## config.mk

```make
export PLATFORM = sky130hd
export DESIGN_NAME = mem_port_arbiter
export DESIGN_NICKNAME = d
export VERILOG_FILES = /design/src/rtl/mem_arb_pkg.sv /design/src/rtl/mem_port_arbiter.sv
export SDC_FILE = /design/constraint.sdc
export NUM_CORES = 1
export LEC_CHECK = 0
export ABC_AREA = 1
export CORE_AREA = 4 4 114 116
export CTS_BUF_LIST = sky130_fd_sc_hd__clkbuf_4
export DETAILED_ROUTE_END_ITERATION = 10
export DIE_AREA = 0 0 118 120
export PLACE_DENSITY = 0.68
export SLEW_MARGIN = 30
export SYNTH_ARGS = -nofsm -noshare
export SYNTH_HDL_FRONTEND = slang
export SYNTH_SLANG_ARGS = --single-unit
```

## constraint.sdc

```tcl
create_clock -name clk -period 1.5 [get_ports clk]
set_input_delay 0.225 -clock clk [delete_from_list [all_inputs] [get_ports clk]]
set_output_delay 0.225 -clock clk [all_outputs]
set_load 0.05 [all_outputs]
```

## src/rtl/mem_arb_pkg.sv

```systemverilog
// mem_arb_pkg: shared types and default parameters for the data-memory port arbiter
package mem_arb_pkg;
  typedef enum logic {IDLE, RD_WAIT} state_t;
  typedef enum logic {OWN_A, OWN_B} owner_t;
  localparam int DEF_AW         = 32;
  localparam int DEF_DW         = 32;
  localparam int DEF_RD_LAT     = 2;
  localparam int DEF_MAX_STARVE = 4;
endpackage

```

## src/rtl/mem_port_arbiter.sv

```systemverilog
// mem_port_arbiter: shares one data-memory port between the MEM stage (A) and a bus master (B)
module mem_port_arbiter
  import mem_arb_pkg::*;
#(
  parameter int AW         = DEF_AW,
  parameter int DW         = DEF_DW,
  parameter int RD_LAT     = DEF_RD_LAT,
  parameter int MAX_STARVE = DEF_MAX_STARVE
) (
  input  logic          clk,
  input  logic          rst,
  input  logic          a_rmem,
  input  logic          a_wmem,
  input  logic [AW-1:0] a_addr,
  input  logic [DW-1:0] a_wdata,
  output logic          a_stall,
  output logic [DW-1:0] a_rdata,
  output logic          a_rvalid,
  input  logic          b_req,
  input  logic          b_we,
  input  logic [AW-1:0] b_addr,
  input  logic [DW-1:0] b_wdata,
  output logic          b_gnt,
  output logic [DW-1:0] b_rdata,
  output logic          b_rvalid,
  output logic          mem_re,
  output logic          mem_we,
  output logic [AW-1:0] mem_addr,
  output logic [DW-1:0] mem_wdata,
  input  logic [DW-1:0] mem_rdata
);
  state_t     r_state, w_state_nx;
  owner_t     r_own, w_own_nx;
  logic [2:0] r_lat, w_lat_nx;
  logic [3:0] r_starve, w_starve_nx;
  logic       w_idle, w_a_req, w_starved, w_a_win, w_b_win, w_we, w_rd, w_done;
  assign w_idle    = r_state == IDLE;
  assign w_a_req   = a_rmem | a_wmem;
  assign w_starved = r_starve == 4'(MAX_STARVE);
  assign w_b_win   = w_idle & b_req & (~w_a_req | w_starved);
  assign w_a_win   = w_idle & w_a_req & ~w_b_win;
  // a_wmem dominates a_rmem when both are set
  assign w_we      = w_a_win ? a_wmem : (w_b_win & b_we);
  assign w_rd      = (w_a_win | w_b_win) & ~w_we;
  // lat_cnt holds RD_LAT on the first wait cycle, so 1 marks the data cycle
  assign w_done    = (r_state == RD_WAIT) & (r_lat == 3'd1);
  always_comb begin
    w_state_nx  = r_state;
    w_own_nx    = r_own;
    w_lat_nx    = r_lat;
    if (w_rd) begin
      w_state_nx = RD_WAIT;
      w_own_nx   = w_b_win ? OWN_B : OWN_A;
      w_lat_nx   = 3'(RD_LAT);
    end else if (r_state == RD_WAIT) begin
      w_lat_nx   = r_lat - 3'd1;
      w_state_nx = w_done ? IDLE : RD_WAIT;
    end
    w_starve_nx = (w_b_win | ~b_req) ? 4'd0 :
                  (w_a_win & ~w_starved) ? r_starve + 4'd1 : r_starve;
  end
  always_ff @(posedge clk) begin
    if (rst) begin
      r_state  <= IDLE;
      r_own    <= OWN_A;
      r_lat    <= 3'd0;
      r_starve <= 4'd0;
    end else begin
      r_state  <= w_state_nx;
      r_own    <= w_own_nx;
      r_lat    <= w_lat_nx;
      r_starve <= w_starve_nx;
    end
  end
  assign mem_re    = w_rd;
  assign mem_we    = w_we;
  assign mem_addr  = w_a_win ? a_addr : w_b_win ? b_addr : '0;
  assign mem_wdata = w_a_win ? a_wdata : w_b_win ? b_wdata : '0;
  assign b_gnt     = w_b_win;
  assign a_rvalid  = w_done & (r_own == OWN_A);
  assign b_rvalid  = w_done & (r_own == OWN_B);
  assign a_rdata   = a_rvalid ? mem_rdata : '0;
  assign b_rdata   = b_rvalid ? mem_rdata : '0;
  assign a_stall   = w_a_req & ~((w_a_win & a_wmem) | a_rvalid);
endmodule

```

==> results of run 1 <==
==> power by group through the flow <==
stage / Combinational [mW] / Clock, mW / Sequential (mW)
after global routing: 4.45 / 0.236 / 0.280
after floorplan: 1.96 / 0 / 0.275
after detailed placement: 3.76 / 0 / 0.280
after CTS: 3.92 / 0.219 / 0.278
after global placement: 3.70 / 0 / 0.278
final: 4.30 / 0.224 / 0.280
==> state kept, by name, indices dropped and copies added, names as in the netlist <==
name / flops
r_lat: 3
r_own: 1
r_state: 1
r_starve: 4
==> cells in the final DEF (no fill, tap or decap), types with 2 or more instances in the layout <==
cell	instances
sky130_fd_sc_hd__a21oi_2	5
sky130_fd_sc_hd__buf_12	152
sky130_fd_sc_hd__buf_16	7
sky130_fd_sc_hd__buf_4	32
sky130_fd_sc_hd__buf_6	22
sky130_fd_sc_hd__buf_8	10
sky130_fd_sc_hd__clkbuf_16	11
sky130_fd_sc_hd__clkbuf_4	4
sky130_fd_sc_hd__clkdlybuf4s50_1	163
sky130_fd_sc_hd__dfxtp_1	4
sky130_fd_sc_hd__dfxtp_2	4
sky130_fd_sc_hd__ha_1	2
sky130_fd_sc_hd__ha_4	2
sky130_fd_sc_hd__inv_1	40
sky130_fd_sc_hd__inv_2	8
sky130_fd_sc_hd__inv_6	2
sky130_fd_sc_hd__nand2_1	19
sky130_fd_sc_hd__nand2_2	33
sky130_fd_sc_hd__nand2_4	63
sky130_fd_sc_hd__nand2_8	29
sky130_fd_sc_hd__nand3_1	2
sky130_fd_sc_hd__nand3_2	16
sky130_fd_sc_hd__nand3_4	53
sky130_fd_sc_hd__nor2_1	2
sky130_fd_sc_hd__nor2_4	67
sky130_fd_sc_hd__nor3_1	2
==> routing by layer <==
| metal | track usage (%) | up-vias |
|---|---|---|
| met5 | 0 | - |
| met4 | 5.79 | 0 |
| met3 | 5.75 | 39 |
| met2 | 47.0 | 197 |
| met1 | 22.1 | 2017 |
| li1 | - | 1971 |
==> cells by family (layout without fill, tap and decap cells) <==
| logic type | count (synthesis) | count (layout) | share of synthesized area, % |
|---|---|---|---|
| buffers and inverters | 80 | 455 | 21.5 |
| AOI/OAI and AO/OA | 10 | 10 | 3.19 |
| DFF | 9 | 9 | 9.18 |
| xor gates and xnor gates | 2 | 2 | 0.893 |
| and+or+nand+nor | 290 | 290 | 62.7 |
| adders and majority gates | 4 | 4 | 2.55 |
==> what timing repair did <==
action                                  CTS  global route
buffers inserted                         17            13
pin swaps                                12            46
endpoints found under the setup margin  142           143
resized for setup                        60            74
hold endpoints to repair                  0             0
cloned                                    4            13
==> worst register-to-register path: stages (launching register included) <==
cell,delay (ns)
sky130_fd_sc_hd__dfxtp_4,0.36
sky130_fd_sc_hd__buf_6,0.12
sky130_fd_sc_hd__a21oi_4,0.18
sky130_fd_sc_hd__buf_12,0.16
sky130_fd_sc_hd__clkbuf_16,0.16
sky130_fd_sc_hd__buf_8,0.12
sky130_fd_sc_hd__buf_6,0.11
sky130_fd_sc_hd__nand2_4,0.06
sky130_fd_sc_hd__o21ai_1,0.14
sky130_fd_sc_hd__nor3b_2,0.17
==> path summary, 6_finish.rpt <==
kind / end / slack [ns] / depth (start not counted)
min: r_starve[3]$_SDFFE_PP0P_ / 0.53 / 2
min reg2reg: r_starve[3]$_SDFFE_PP0P_ / 0.53 / 2
max: mem_addr[28] / -0.48 / 8
max reg2reg: r_starve[2]$_SDFFE_PP0P_ / -0.13 / 9
==> layout make-up <==
class | count | area, um2 | area share [%]
well taps | 147 | 184 | 1.83
flip-flops and latches | 9 | 189 | 1.88
repair buffers | 399 | 5800 | 57.6
multi-input cells | 306 | 3650 | 36.2
clock buffers | 4 | 30.0 | 0.298
inverters | 52 | 221 | 2.20
==> per-stage QoR <==
step | hold slack (ns) | total power, mW | util (%) | cell area (um2) | setup TNS [ns]
6_report | 0.525 | 4.81 | 84.6 | 10100 | -54.60
5_1_grt | 0.549 | 4.96 | 84.6 | 10100 | -62.69
4_1_cts | 0.536 | 4.42 | 78.2 | 9310 | -55.55
3_5_place_dp | 0.528 | 4.04 | 73.3 | 8740 | -36.62
3_3_place_gp | 0.491 | 3.98 | 73.3 | 8740 | -32.23
2_1_floorplan | 0.294 | 2.24 | - | 4020 | -18.43
==> results.rst, run 1 <==
.. list-table::
   :header-rows: 1

   * - Metric
     - Value
   * - Final min period
     - approximately 2.0 ns
   * - Fillers
     - 590
   * - Synthesized cell area
     - roughly 0.0020 mm2
   * - Vert. Die Dim
     - between 100 and 150 um
   * - Drt total wl
     - 19700 um
   * - Final Hold Viols
     - 0
   * - Post-synth top area share
     - 27.0%
   * - CP required
     - 1.27 ns
   * - Signal arrival time at the worst endpoint
     - approximately 1.8 ns
   * - Worst setup skew after layout
     - 0.00868 ns
   * - Clock buffer depth
     - 2
   * - Synthesized area divided by synthesized cell count
     - 4.97 um2
   * - Library cell contributing the largest single delay on the critical path
     - sky130_fd_sc_hd__dfxtp_4
   * - Final ANT Viol Nets
     - 0
   * - Slew Limit Fails
     - 0
   * - Die width
     - 118 um
   * - Length of routed met3 wiring
     - around 1100 um
   * - Met2 WL post-DR
     - 11500 um
   * - Count of buffer and inverter cells on the critical path
     - 5
   * - GR Util All Layers
     - about 23%
   * - Sw frac
     - 47.8%
   * - Total via count in the routed design
     - 4224
   * - Remaining design rule violation count
     - 0
   * - CTS Root Buffer Type
     - sky130_fd_sc_hd__clkbuf_4
   * - Clock network power share
     - 4.7%
   * - Post-synth net total
     - 565
   * - Top cells by area, synth
     - sky130_fd_sc_hd__nand2_1, sky130_fd_sc_hd__nand3_1, sky130_fd_sc_hd__nor2_1
   * - Clock tree from TritonCTS
     - built
   * - H-tree Lvls
     - 1
   * - Highest routed metal layer
     - met4
   * - Die footprint
     - 0.0142 mm2
   * - Leading register cell type out of synthesis
     - sky130_fd_sc_hd__dfxtp_1
   * - Final count of negative-setup-slack endpoints
     - around 140
   * - Most numerous cell types in the synthesized netlist
     - sky130_fd_sc_hd__nand2_1, sky130_fd_sc_hd__nor2_1, sky130_fd_sc_hd__nand3_1, sky130_fd_sc_hd__inv_1, sky130_fd_sc_hd__buf_6
   * - YS warnings
     - 0
   * - Starting DRC count in detailed routing
     - 140
   * - Yosys reg bits
     - 9
   * - Period utilisation layout
     - 132%
   * - Crit path largest cell delay
     - 0.36 ns
   * - Hold path startpoint
     - r_starve[3]$_SDFFE_PP0P_
   * - Via/cell ratio
     - between 4 and 5
   * - Non-filler instance count after layout
     - between 900 and 1000
   * - Maximum capacitance violations
     - 0
   * - Cell seen most often among critical-path stages
     - sky130_fd_sc_hd__buf_12
   * - Worst Path Max Fanout
     - 7
   * - Sort of element at the start of the critical path
     - flip-flop
   * - Outcome
     - finished with violations
   * - Net switching power
     - 2.30 mW
   * - Remaining global-route overflow
     - 0
   * - Area leader, netlist
     - sky130_fd_sc_hd__nand2_1
   * - Worst slew margin
     - about four fifths
   * - Hold crit path type
     - flip-flop to flip-flop
   * - Routability cong.
     - 0.842
   * - Post-synth EDFFs
     - 0
   * - Half-perimeter wire length of the detailed placement result
     - between 10000 and 15000 um
   * - Count of input and output buffers
     - 299
   * - Number of antenna violations at the first check in global routing
     - 0
   * - Area added between synthesis and finish
     - 413%
   * - CP cell instances
     - buf_6 -> a21oi_4 -> buf_12 -> buf_12 -> clkbuf_16 -> nand3_2 -> nand2_4 -> buf_12
   * - F_max
     - 505 MHz
   * - Worst supply voltage drop on vdd
     - 0.517 mV
   * - Number of sinks handled by clock tree synthesis
     - 9
   * - Final worst slack
     - -0.481 ns
   * - Total clock buffers created by CTS
     - 3
   * - FFs w/ async S/R, synth
     - 0%
   * - Core outline area
     - 0.0119 mm2
   * - Startpoint of the worst setup timing path
     - r_state$_SDFF_PP0_
   * - Maximum number of pins on one net before global-route repair
     - 20
   * - Failing checks
     - setup timing
   * - Layout cells sized above 1
     - 68.4%
   * - Router iterations before antenna repair
     - 4
   * - Areal power density over the cells
     - around 480 mW/mm2
   * - Clock Latency Late Sink
     - 0.28 ns
   * - CTS clk-pin slew, worst paths
     - 0.07 ns
   * - Unrepaired setup endpoints after global routing
     - true
   * - Via count of the first global-routing pass
     - between 4000 and 5000
   * - First-pass GRT wire length
     - 25500 um
   * - Starting density of the core
     - between 10% and 20%
   * - Most frequently used cell type in the post-synthesis netlist
     - sky130_fd_sc_hd__nand2_1
   * - Post-CTS Hold Fix Bufs
     - 0
   * - Met1 WL
     - 6480 um
   * - Wire per inst
     - roughly 21 um
   * - Seq/Total Area, Yosys
     - under 10%
   * - Kind of cell adding the most delay to the critical path
     - buffers and inverters
   * - Comb pwr share
     - 89.5%
   * - Sequential power share
     - 5.8%
   * - Antenna diode count
     - 0
   * - Reg2Reg Launch Point
     - r_state$_SDFF_PP0_
   * - Number of cells in the design after placement
     - 869
   * - Total Nets Final
     - 941
   * - Endpoint class of the critical path
     - primary output
   * - Cell variety after synth
     - 25
   * - Transition time at the pin with the least slew margin
     - 0.279 ns
   * - Setup Slack @ Placement
     - -0.501 ns
   * - Number of placement rows
     - 40
   * - Type of the worst setup path
     - flip-flop to primary output
   * - Internal power contribution
     - around 2.5 mW
   * - Number of placed I/O pins
     - 300
   * - Mapped Cells
     - 395
   * - Lkg Pwr
     - 4.18 nW
No activity file was read; power rests on OpenSTA's default activity.
==> run 2: changes to the inputs <==
- MAX_ROUTING_LAYER: not set -> met4
==> run 2 against run 1 <==
Effect of this change: the flow still finishes with violations (setup timing); first-iteration DRC count fell by 4.3%; worst setup slack better by 0.0057 ns; sequential power barely moved; combinational power is essentially flat; clock skew decreased by 0.0078 ns; power fell by 0.31%; sequential share of layout area about the same; die area stayed put; clock power hardly changed; register-to-register slack gained 0.04 ns; critical path depth stayed put; critical path type unchanged; critical endpoint is now mem_wdata[7]; largest power group unchanged.
==> results.rst, run 2 (synthesis gave the netlist of run 1 again) <==
.. list-table::
   :header-rows: 1

   * - Metric
     - Value
   * - Antenna diode count
     - 0 (unchanged)
   * - Post-CTS Hold Fix Bufs
     - 0 (unchanged)
   * - GR Util All Layers
     - 23.3% (+0.59 points)
   * - Number of sinks handled by clock tree synthesis
     - 9 (unchanged)
   * - Total via count in the routed design
     - 4225 (+0.024%)
   * - Half-perimeter wire length of the detailed placement result
     - 13900 um (unchanged)
   * - Total power
     - 4.79 mW (-0.31%)
   * - Clock Latency Late Sink
     - 0.27 ns (about the same)
   * - Outcome
     - finished with violations
   * - Unrepaired setup endpoints after global routing
     - true
   * - Vert. Die Dim
     - 120 um (unchanged)
   * - Hold path startpoint
     - r_starve[3]$_SDFFE_PP0P_
   * - Areal power density over the cells
     - 478 mW/mm2 (+0.25%)
   * - Fin Setup TNS
     - -54.40 ns (+0.202 ns)
   * - Starting DRC count in detailed routing
     - 134 (-4.3%)
   * - Worst hold margin
     - 0.530 ns (+0.00456 ns)
   * - Hold crit path type
     - flip-flop to flip-flop
   * - Layout cells sized above 1
     - 68.4% (-0.082 points)
   * - Setup Slack @ Placement
     - -0.501 ns (unchanged)
   * - Endpoint class of the critical path
     - primary output
   * - H-tree Lvls
     - 1 (unchanged)
   * - Sort of element at the start of the critical path
     - flip-flop
   * - Area added between synthesis and finish
     - 411%
   * - Lkg Pwr
     - 4.16 nW (-0.53%)
   * - Routability cong.
     - 0.855 (+1.6%)
   * - Die width
     - 118 um (unchanged)
   * - F_max
     - 506 MHz (+0.29%)
   * - Signal arrival time at the worst endpoint
     - 1.75 ns (about the same)
   * - Maximum number of pins on one net before global-route repair
     - 20 (unchanged)
   * - CP required
     - 1.27 ns (about the same)
   * - Worst hold path depth
     - 2 (unchanged)
   * - Worst slew margin
     - 80.2% (-1.0 points)
   * - Starting density of the core
     - 16.5% (unchanged)
   * - Wire per inst
     - 21.7 um (+1.2%)
   * - Reg2Reg Launch Point
     - r_state$_SDFF_PP0_
   * - Slew Limit Fails
     - 0 (unchanged)
   * - Failing checks
     - setup timing
   * - Worst setup skew after layout
     - 0.000833 ns (-0.00785 ns)
   * - Final Hold Viols
     - 0 (unchanged)
   * - Router iterations before antenna repair
     - 4 (unchanged)
   * - Total clock buffers created by CTS
     - 3 (unchanged)
   * - Final ANT Viol Nets
     - 0 (unchanged)
   * - Transition time at the pin with the least slew margin
     - 0.294 ns (+0.0155 ns)
   * - Drt total wl
     - 19900 um (+1.0%)
   * - Worst supply voltage drop on vdd
     - 0.580 mV (+12%)
   * - Core outline area
     - 0.0119 mm2 (unchanged)
   * - Total Nets Final
     - 939 (-0.21%)
   * - Most common library cell in the layout ignoring fill and taps
     - sky130_fd_sc_hd__clkdlybuf4s50_1
   * - Final count of negative-setup-slack endpoints
     - 142 (+0.71%)
   * - Number of placement rows
     - 40 (unchanged)
   * - Maximum capacitance violations
     - 0 (unchanged)
   * - Number of cells on the worst reg-to-reg path
     - 9 (unchanged)
   * - Clock tree from TritonCTS
     - built
   * - Flop-to-flop setup slack
     - -0.09 ns (+0.04 ns)
   * - First-pass GRT wire length
     - 25400 um (-0.30%)
   * - Via count of the first global-routing pass
     - 4483 (+0.56%)
   * - Most flops, register
     - r_starve
   * - Highest-count cells in the layout ignoring fill and taps
     - sky130_fd_sc_hd__clkdlybuf4s50_1, sky130_fd_sc_hd__buf_12, sky130_fd_sc_hd__nor2_4, sky130_fd_sc_hd__nand2_4, sky130_fd_sc_hd__nand3_4
   * - Via/cell ratio
     - 4.62 (+0.24%)
   * - Die footprint
     - 0.0142 mm2 (unchanged)
   * - Final worst slack
     - -0.475 ns (+0.00565 ns)
   * - Remaining global-route overflow
     - 0 (unchanged)
   * - End point of the most critical hold path
     - r_starve[3]$_SDFFE_PP0P_
   * - RR Endpoint
     - r_starve[2]$_SDFFE_PP0P_
   * - Worst Path Max Fanout
     - 4 (-3)
   * - Remaining design rule violation count
     - 0 (unchanged)
   * - Clock buffer depth
     - 2 (unchanged)
   * - CTS clk-pin slew, worst paths
     - 0.07 ns (about the same)
   * - Number of placed I/O pins
     - 300 (unchanged)
   * - CTS Root Buffer Type
     - sky130_fd_sc_hd__clkbuf_4
   * - Final min period
     - 1.98 ns (-0.00565 ns)
   * - Period utilisation layout
     - 132% (-0.38 points)
   * - Number of antenna violations at the first check in global routing
     - 0 (unchanged)
   * - Count of input and output buffers
     - 299 (unchanged)
   * - Largest registers
     - r_starve: 4 flops, r_lat: 3 flops
   * - Type of the worst setup path
     - flip-flop to primary output
   * - Max reg flops
     - 4 (unchanged)
## run 2: timing repair
action,4_1_cts,5_1_grt
buffers inserted,17,11
setup endpoints to repair,142,143
gates resized for setup,60,70
pin swaps,12,41
gates cloned,4,13
## run 2: metal layers
metal  part of all wire [%]  GRT usage (%)
met1                     33           22.2
met5                      0              -
met3                    5.2           5.37
met2                     58           46.8
met4                    3.1           6.08
## run 2: area by class of cell
type	count	area (um2)
well taps	147	184
clock buffers	4	30.0
flip-flops and latches	9	189
multi-input cells	306	3630
inverters	52	224
repair buffers	397	5760
fillers	615	1890
## run 2: worst max-delay path, cell delays in order, from the launching register on
cell and delay [ns]:
sky130_fd_sc_hd__dfxtp_4 0.37, sky130_fd_sc_hd__buf_6 0.12, sky130_fd_sc_hd__a21oi_4 0.17, sky130_fd_sc_hd__buf_12 0.15
sky130_fd_sc_hd__clkbuf_16 0.15, sky130_fd_sc_hd__buf_4 0.17, sky130_fd_sc_hd__nand3_4 0.12, sky130_fd_sc_hd__nand2_8 0.09
sky130_fd_sc_hd__buf_12 0.13
## run 2: worst max path at each step
stage / startpoint / end / slack (ns) / depth (start not counted)
detailed placement: a_wmem / mem_addr[21] / -0.50 / 10
floorplan: r_lat[1]$_SDFFE_PP0P_ / b_rdata[0] / -0.29 / 7
global placement: a_wmem / mem_addr[18] / -0.46 / 10
CTS: r_starve[1]$_SDFFE_PP0P_ / mem_wdata[2] / -0.49 / 10
finish: r_state$_SDFF_PP0_ / mem_wdata[7] / -0.48 / 8
global route: r_starve[1]$_SDFFE_PP0P_ / mem_wdata[27] / -0.52 / 10
## run 2: power by group
group | internal [mW] | total (mW) | switching (mW)
Combinational | 2.11 | 4.29 | 2.17
Sequential | 0.261 | 0.281 | 0.0191
Clock | 0.121 | 0.223 | 0.102
Total | 2.50 | 4.79 | 2.29
## run 2: per-stage QoR
step	std cells	cell area, um2	utilization (%)
floorplan	395	4020	-
global placement	869	8740	73.3
detailed placement	869	8740	73.3
CTS	894	9310	78.2
global route	915	10000	84.1
finish	915	10000	84.1
